--- src/rtl/demux_frame_assembler_if.sv ---
// Bus between the 1:32 demux qualifiers and the frame assembler.
// Drop counter signals exist only when OVERFLOW_CNT_EN is defined.
interface demux_frame_assembler_if #(
    parameter int CHANNELS = 32,
    parameter int SEL_W    = 5
);
    logic                enable;
    logic [SEL_W-1:0]    select;
    logic [CHANNELS-1:0] channel;
    logic                flush;
    logic                word_ready;
    logic [CHANNELS-1:0] word;
    logic                word_valid;
    logic                busy;
    logic [SEL_W:0]      fill_count;
    logic                dup_error;
`ifdef OVERFLOW_CNT_EN
    logic [7:0]          drop_count;

    modport master (
        output enable, select, channel, flush, word_ready,
        input  word, word_valid, busy, fill_count, dup_error, drop_count
    );
    modport slave (
        input  enable, select, channel, flush, word_ready,
        output word, word_valid, busy, fill_count, dup_error, drop_count
    );
`else
    modport master (
        output enable, select, channel, flush, word_ready,
        input  word, word_valid, busy, fill_count, dup_error
    );
    modport slave (
        input  enable, select, channel, flush, word_ready,
        output word, word_valid, busy, fill_count, dup_error
    );
`endif
endinterface

--- src/rtl/demux_frame_assembler.sv ---
// Reassembles scattered single-bit demux writes into a parallel word with valid/ready output.
// Optional saturating drop counter enabled by defining OVERFLOW_CNT_EN.

// One channel of the frame: data bit plus "written this frame" mask bit.
module dfa_lane (
    input  logic gclk,
    input  logic grst_n,
    input  logic wr,
    input  logic clr,
    input  logic din,
    output logic q,
    output logic m
);
    always_ff @(posedge gclk) begin
        if (!grst_n) begin
            q <= 1'b0;
            m <= 1'b0;
        end else begin
            if (wr)
                q <= din;
            // A write in the clearing cycle becomes the first bit of the new frame
            if (clr)
                m <= wr;
            else if (wr)
                m <= 1'b1;
        end
    end
endmodule

module demux_frame_assembler #(
    parameter int CHANNELS = 32,
    parameter int SEL_W    = 5
) (
    input logic                  gclk,
    input logic                  grst_n,
    demux_frame_assembler_if.slave bus
);
    localparam logic [0:0] S_COLLECT = 1'b0;
    localparam logic [0:0] S_HOLD    = 1'b1;

    logic [0:0]          state;
    logic [CHANNELS-1:0] word_q;
    logic [CHANNELS-1:0] mask;
    logic [CHANNELS-1:0] wr_lane;
    logic [CHANNELS-1:0] mask_nxt;
    logic [SEL_W:0]      fill;
    logic                in_range;
    logic                accept;
    logic                xfer;
    logic                clr;
    logic                dup_hit;
    logic                dup_q;

    assign bus.busy = (state == S_HOLD) & ~bus.word_ready;
    assign in_range = ({1'b0, bus.select} < (SEL_W+1)'(CHANNELS));
    assign accept   = bus.enable & ~bus.busy & ~bus.flush;
    assign xfer     = (state == S_HOLD) & bus.word_ready;
    assign clr      = bus.flush | xfer;

    genvar gi;
    generate
        for (gi = 0; gi < CHANNELS; gi++) begin : g_lane
            assign wr_lane[gi] = accept & in_range & (bus.select == SEL_W'(gi));
            dfa_lane u_lane (
                .gclk   (gclk),
                .grst_n (grst_n),
                .wr     (wr_lane[gi]),
                .clr    (clr),
                .din    (bus.channel[gi]),
                .q      (word_q[gi]),
                .m      (mask[gi])
            );
        end
    endgenerate

    assign mask_nxt = clr ? wr_lane : (mask | wr_lane);
    // In HOLD the only accepted write is the transfer-cycle one, which starts a fresh mask
    assign dup_hit  = accept & (~in_range | ((state == S_COLLECT) & (|(wr_lane & mask))));

    always_ff @(posedge gclk) begin
        if (!grst_n) begin
            state <= S_COLLECT;
        end else begin
            case (state)
                S_COLLECT: if (&mask_nxt) state <= S_HOLD;
                S_HOLD:    if (clr) state <= S_COLLECT;
                default:   state <= S_COLLECT;
            endcase
        end
    end

    always_ff @(posedge gclk) begin
        if (!grst_n)
            dup_q <= 1'b0;
        else if (bus.flush)
            dup_q <= 1'b0;
        else if (dup_hit)
            dup_q <= 1'b1;
    end

    always_comb begin
        fill = '0;
        for (int i = 0; i < CHANNELS; i++)
            fill = fill + {{SEL_W{1'b0}}, mask[i]};
    end

`ifdef OVERFLOW_CNT_EN
    logic [7:0] drop_q;
    always_ff @(posedge gclk) begin
        if (!grst_n)
            drop_q <= 8'd0;
        else if (bus.enable & bus.busy & (drop_q != 8'hFF))
            drop_q <= drop_q + 8'd1;
    end
    assign bus.drop_count = drop_q;
`endif

    assign bus.word       = word_q;
    assign bus.word_valid = (state == S_HOLD);
    assign bus.fill_count = fill;
    assign bus.dup_error  = dup_q;
endmodule

--- src/flat_wrapper.sv ---
// flat-port wrapper written by rule: the top's interface ports become plain ports
module demux_frame_assembler_flat 
#(
    parameter int CHANNELS = 32,
    parameter int SEL_W    = 5
)
  (gclk, grst_n, bus_enable, bus_select, bus_channel, bus_flush, bus_word_ready, bus_word, bus_word_valid, bus_busy, bus_fill_count, bus_dup_error);
  demux_frame_assembler_if #(.CHANNELS(CHANNELS), .SEL_W(SEL_W)) bus_i ();
  input logic gclk;
  input logic grst_n;
  input wire logic [$bits(bus_i.enable)-1:0] bus_enable;
  input wire logic [$bits(bus_i.select)-1:0] bus_select;
  input wire logic [$bits(bus_i.channel)-1:0] bus_channel;
  input wire logic [$bits(bus_i.flush)-1:0] bus_flush;
  input wire logic [$bits(bus_i.word_ready)-1:0] bus_word_ready;
  output wire logic [$bits(bus_i.word)-1:0] bus_word;
  output wire logic [$bits(bus_i.word_valid)-1:0] bus_word_valid;
  output wire logic [$bits(bus_i.busy)-1:0] bus_busy;
  output wire logic [$bits(bus_i.fill_count)-1:0] bus_fill_count;
  output wire logic [$bits(bus_i.dup_error)-1:0] bus_dup_error;
  assign bus_i.enable = bus_enable;
  assign bus_i.select = bus_select;
  assign bus_i.channel = bus_channel;
  assign bus_i.flush = bus_flush;
  assign bus_i.word_ready = bus_word_ready;
  assign bus_word = bus_i.word;
  assign bus_word_valid = bus_i.word_valid;
  assign bus_busy = bus_i.busy;
  assign bus_fill_count = bus_i.fill_count;
  assign bus_dup_error = bus_i.dup_error;
  demux_frame_assembler #(.CHANNELS(CHANNELS), .SEL_W(SEL_W)) u_core (.gclk(gclk), .grst_n(grst_n), .bus(bus_i));
endmodule
--- config.mk ---
export PLATFORM = sky130hd
export DESIGN_NAME = demux_frame_assembler_flat
export DESIGN_NICKNAME = d
export VERILOG_FILES = /design/src/rtl/demux_frame_assembler_if.sv /design/src/rtl/demux_frame_assembler.sv /design/src/flat_wrapper.sv
export SDC_FILE = /design/constraint.sdc
export NUM_CORES = 1
export LEC_CHECK = 0
export CORE_MARGIN = 4
export CORE_UTILIZATION = 53
export DETAILED_ROUTE_END_ITERATION = 16
export GPL_TIMING_DRIVEN = 0
export HOLD_SLACK_MARGIN = 0.03
export PLACE_DENSITY = 0.83
export RECOVER_POWER = 50
export SLEW_MARGIN = 0
export SYNTH_ARGS = -nofsm -noshare
export SYNTH_HDL_FRONTEND = slang
export SYNTH_SLANG_ARGS = --single-unit
--- constraint.sdc ---
create_clock -name gclk -period 7.4 [get_ports gclk]
set_input_delay 1.48 -clock gclk [delete_from_list [all_inputs] [get_ports gclk]]
set_output_delay 1.48 -clock gclk [all_outputs]
set_load 0.005 [all_outputs]
Word level (Yosys, flattened, before mapping)
Cells that the tools add are included.
Word-level totals
  output and inout bits: 41
  logic and storage cells: 278
  bits in registers: 66
Operators by class
  $add $sub $neg: 31
  mux-type cells: 68
  bitwise operators: 46
  equality and inequality tests: 31
  reduce and logical (&&, ||, !) cells: 36
Operators with widths (number)
  $add A6 B1 Y6: 30
  $eq A5 B5 Y1 const B: 16
  $mux W1: 66
  $reduce_bool A2 Y1: 32
  $eq A5 B4 Y1 const B: 8
  $and A1 B1 Y1: 38
  $and A32 B32 Y32: 1
  $mux W32: 1
  $or A32 B32 Y32: 1
  $reduce_and A32 Y1: 1
  $reduce_or A32 Y1: 1
  $eq A5 B3 Y1 const B: 4
  $eq A5 B2 Y1 const B: 2
  $eq A5 B1 Y1 const B: 1
  $logic_not A5 Y1: 1
  $not A1 Y1: 5
  $add A1 B1 Y2: 1
  $pmux W1 S2: 1
  $reduce_or A2 Y1: 1
  $or A1 B1 Y1: 1

Longest topological paths before layout
  depth in word-level cells: 31
  mapped depth: 17
  mapped depth without buffers: 17

By module
From an unflattened synthesis, not the netlist that was laid out.
Second synthesis, totals
  cell total of the unflattened synthesis: 464
  area total of the unflattened synthesis: 4201.5 um^2
By module, submodules not included
  dfa_lane: instances 32, cells each 6, area an instance 70.1 um^2
  demux_frame_assembler: instances 1, cells each 272, area an instance 1959.4 um^2

Least setup slack after synthesis
No wires, ideal clock.
  kind: flip-flop to output port
  start: reg u_core.g_lane[1].u_lane.m
  end: out bus_fill_count[4]
  buffers on the path: 0
  arrival: 4.937 ns
  setup slack: 0.983 ns
  cell stages (with the launch flop): 17
  data required time: 5.920 ns
  path through: dfxtp_1 > ha_1 > inv_1 > fa_1 > fa_1 > fa_1 > fa_1 > fa_1 > fa_1 > inv_1 > fa_1 > inv_1 > fa_1 > inv_1 > a21o_1 > a21oi_1 > xnor2_1
Between the ends
  longest elaborated chain between the ends: 31
Ends and longest elaborated chain
  start, declared: RTL line demux_frame_assembler.sv:12  | output logic m
  start signal, assigned: RTL line demux_frame_assembler.sv:23  | m <= wr;
  $add A1 B1 Y2: RTL line demux_frame_assembler.sv:104  | fill = fill + {{SEL_W{1'b0}}, mask[i]};
  $add A6 B1 Y6 (30 in a row): RTL line demux_frame_assembler.sv:104
  end, declared: RTL line flat_wrapper.sv:19  | output wire logic [$bits(bus_i.fill_count)-1:0] bus_fill_count;
Every way passes these cells.

Worst setup path after layout
  start: reg u_core.g_lane[1].u_lane.m
  end: out bus_fill_count[3]
The elaborated chain is that of the path after synthesis.

==> flow_summary.toml <==
[cells_and_area]
drive_above_1_share_pct = 11.3
syn_to_final_growth_pct = 26.6
fin_nets = 670
diodes = 0

[critical_path]
cp_slowest_stage_delay_ns = 0.59
cp_top_family = "adder cells"
crit_required_ns = 5.92
endpoint_kind = "output pin"
worst-path-max-fanout = 4
cp.arrival_ns = 5.78
slowest_stage = "fa_1"
path_buf_inv = 3
critical_path_class = "register to output pin"
cp_common_cell = "fa_1"
cp_cell_sequence = "ha_1 > inv_1 > fa_1 > fa_1 > fa_1 > fa_1 > fa_1 > fa_1 > inv_1 > fa_1 > a21o_1 > a21oi_2 > xnor2_1 > clkdlybuf4s50_1"
start_kind = "register"

[global_route]
grt_max_degree = 14
grt_pass1_vias = 4227
track_usage_pct = 30.1
grt_pass1_wl_um = 22400
antenna_found_initial = 0
overflow = 0

[pwr]
p_leak_nw = 2.22
ir_drop_uv = 129
pwr_density_cell_mw_per_mm2 = 144
power.total_mw = 0.789

[placed_design]
routabilityCongestion = 1.03
io_buffers = 80
place_hpwl_um = 11100

[synth]
synthMuxAreaShare_pct = 3.99
synth_top_family_by_area = "simple AND/OR/NAND/NOR gates"
synth_fa_ha_area_share_pct = 13.4
synthSimpleGateAreaFrac_pct = 19.4
synth_edf_count = 0
synth.area.top_cells = "dfxtp_1 (31%), fa_1 (11%), a21boi_0 (8.3%)"
yosysMostFrequentCell = "nand2_1"
netlist.area_leader.share_pct = 30.5
synth-xor-area-share_pct = 0.607
ys.flop_type = "dfxtp_1"
syn_nets = 579
synth_warnings = 0
synth_compound_area_share_pct = 18.0
synth-seq-cells = 66
ys_seq_area_share_pct = 30.5
synth_cell_type_count = 53
syn_area_per_cell_um2 = 8.58
synthCells = 505
synth_common_cells = "nand2_1 (70), dfxtp_1 (66), inv_1 (54)"
post_synth_instance_area_mm2 = 0.00433
async_reset_ff_share_pct = 0
synth_area_leader_cell = "dfxtp_1"

[floorplanning]
start_util_pct = 55.2
dieHeight_um = 98.4
coreArea_mm2 = 0.00785
dieArea_mm2 = 0.00968
die_w_um = 98.4
io_pins = 83
row_count = 32

[route]
wl_met2_um = 6780
drtIter0Drc = 217
first_pass_iters = 5
wirelength_um = 14300
avgViaCountPerCell = 5.79
top_layer_used = "met4"
vias = 4067
drc = 0
final_antenna_net_count = 0
wl_met3_um = 1180
wl_met1_um = 5830
wl_per_cell_um = 20.4

[sta]
slew_headroom_pct = 53.1
holdWs_ns = 0.467
hold_viol_final = 0
setup_tns_ns = 0
fin_skew_ns = 0.00769
worstMarginPinSlew_ns = 0.704
setup_viol = 0
final_max_slew_viol_count = 0
period_share_pct = 98.1
fmax_mhz = 138
rsz0062_at_grt = "no"
min_period_ns = 7.26

[clock_tree]
clkTransAtPathRegs_ns = 0.08
cts_sinks = 66
clock_latency_ns = 0.35
cts_root_buf = "clkbuf_8"
cts_tree = "yes"
numCtsBuffers = 9
clock_path_buffers = 2
htreeDepth = 3
postCtsSetupBuffers = 0

[run]
drv_cap = 0

[hold_path]
hp-class = "register to register"

[status]
status = "completed"
tightest hold or removal path, stage by stage, from the launching register on:
cell and delay (ns):
dfxtp_1 0.32, nand2_1 0.05, a21boi_0 0.06
routing by layer:
layer	global-route usage [%]	vias to the layer above
met5	0	-
met4	12.1	0
met3	6.07	41
met2	50.3	196
met1	38.1	1967
li1	-	1863
layout make-up:
type                    count  area (um^2)
clock buffers               9          124
clock inverters             7          100
repair buffers             80          800
plain buffers              66          400
well taps                 102          128
flip-flops and latches     66         1330
multi-input cells         319         2400
inverters                  54          203
fillers                   650         2370
repair_timing:
item | CTS | global route
resized for setup | 4 | 2
hold buffers | 0 | 0
gates cloned | 0 | 0
setup endpoints to repair | 2 | 2
pin swaps | 3 | 0
cells by family after synthesis:
family / Yosys count
buffers and inverters: 120
adders and majority gates: 32
xor gates and xnor gates: 3
DFF: 66
muxes: 16
AOI/OAI and AO/OA: 104
and+or+nand+nor: 164
layout by cell type (no fill, tap or decap), drive strengths merged, types with 3 or more instances in the layout:
cell type	n
a22o	5
nand3	35
buf	43
nor2	3
mux2i	15
inv	56
nor3b	4
clkdlybuf4s50	42
and3	5
nand2	70
xnor2	3
o21ai	3
nand4	7
dlygate4sd3	37
a21o	3
dfxtp	66
clkinvlp	3
and2	5
fa	24
a21oi	14
and4	4
a21boi	48
a41oi	8
ha	8
o22ai	3
nor2b	22
clkbuf	32
through the flow:
| step | instance area (um^2) | setup WS [ns] | util [%] | instances |
|---|---|---|---|---|
| 2_1_floorplan | 4330 | 0.983 | - | 505 |
| 5_1_grt | 5480 | 0.0267 | 69.9 | 703 |
| 4_1_cts | 5490 | 0.156 | 69.9 | 703 |
| 3_5_place_dp | 5260 | 0.0869 | 67.0 | 687 |
| 3_3_place_gp | 5260 | 0.267 | 67.0 | 687 |
| 6_report | 5480 | 0.139 | 69.9 | 703 |
report_power, final:
part | leakage, nW | internal (mW) | switching, mW
Sequential | 0.533 | 0.356 | 0.00160
Combinational | 1.58 | 0.0385 | 0.0434
Clock | 0.102 | 0.192 | 0.157
worst paths after layout:
path                               from                         end  slack, ns  cells past startpoint
max           u_core.g_lane[1].u_lane.m           bus_fill_count[3]       0.14                     14
min          u_core.g_lane[27].u_lane.q  u_core.g_lane[27].u_lane.q       0.47                      2
max reg2reg       u_core.bus.word_valid       u_core.bus.word_valid       4.97                      7
min reg2reg  u_core.g_lane[27].u_lane.q  u_core.g_lane[27].u_lane.q       0.47                      2
state kept, by name, indices dropped and copies added, names as in the netlist:
name                    count
u_core.bus.word_valid       1
u_core.g_lane.u_lane.m     32
u_core.g_lane.u_lane.q     32
u_core.bus.dup_error        1
Power figures use the tool's default switching activity.
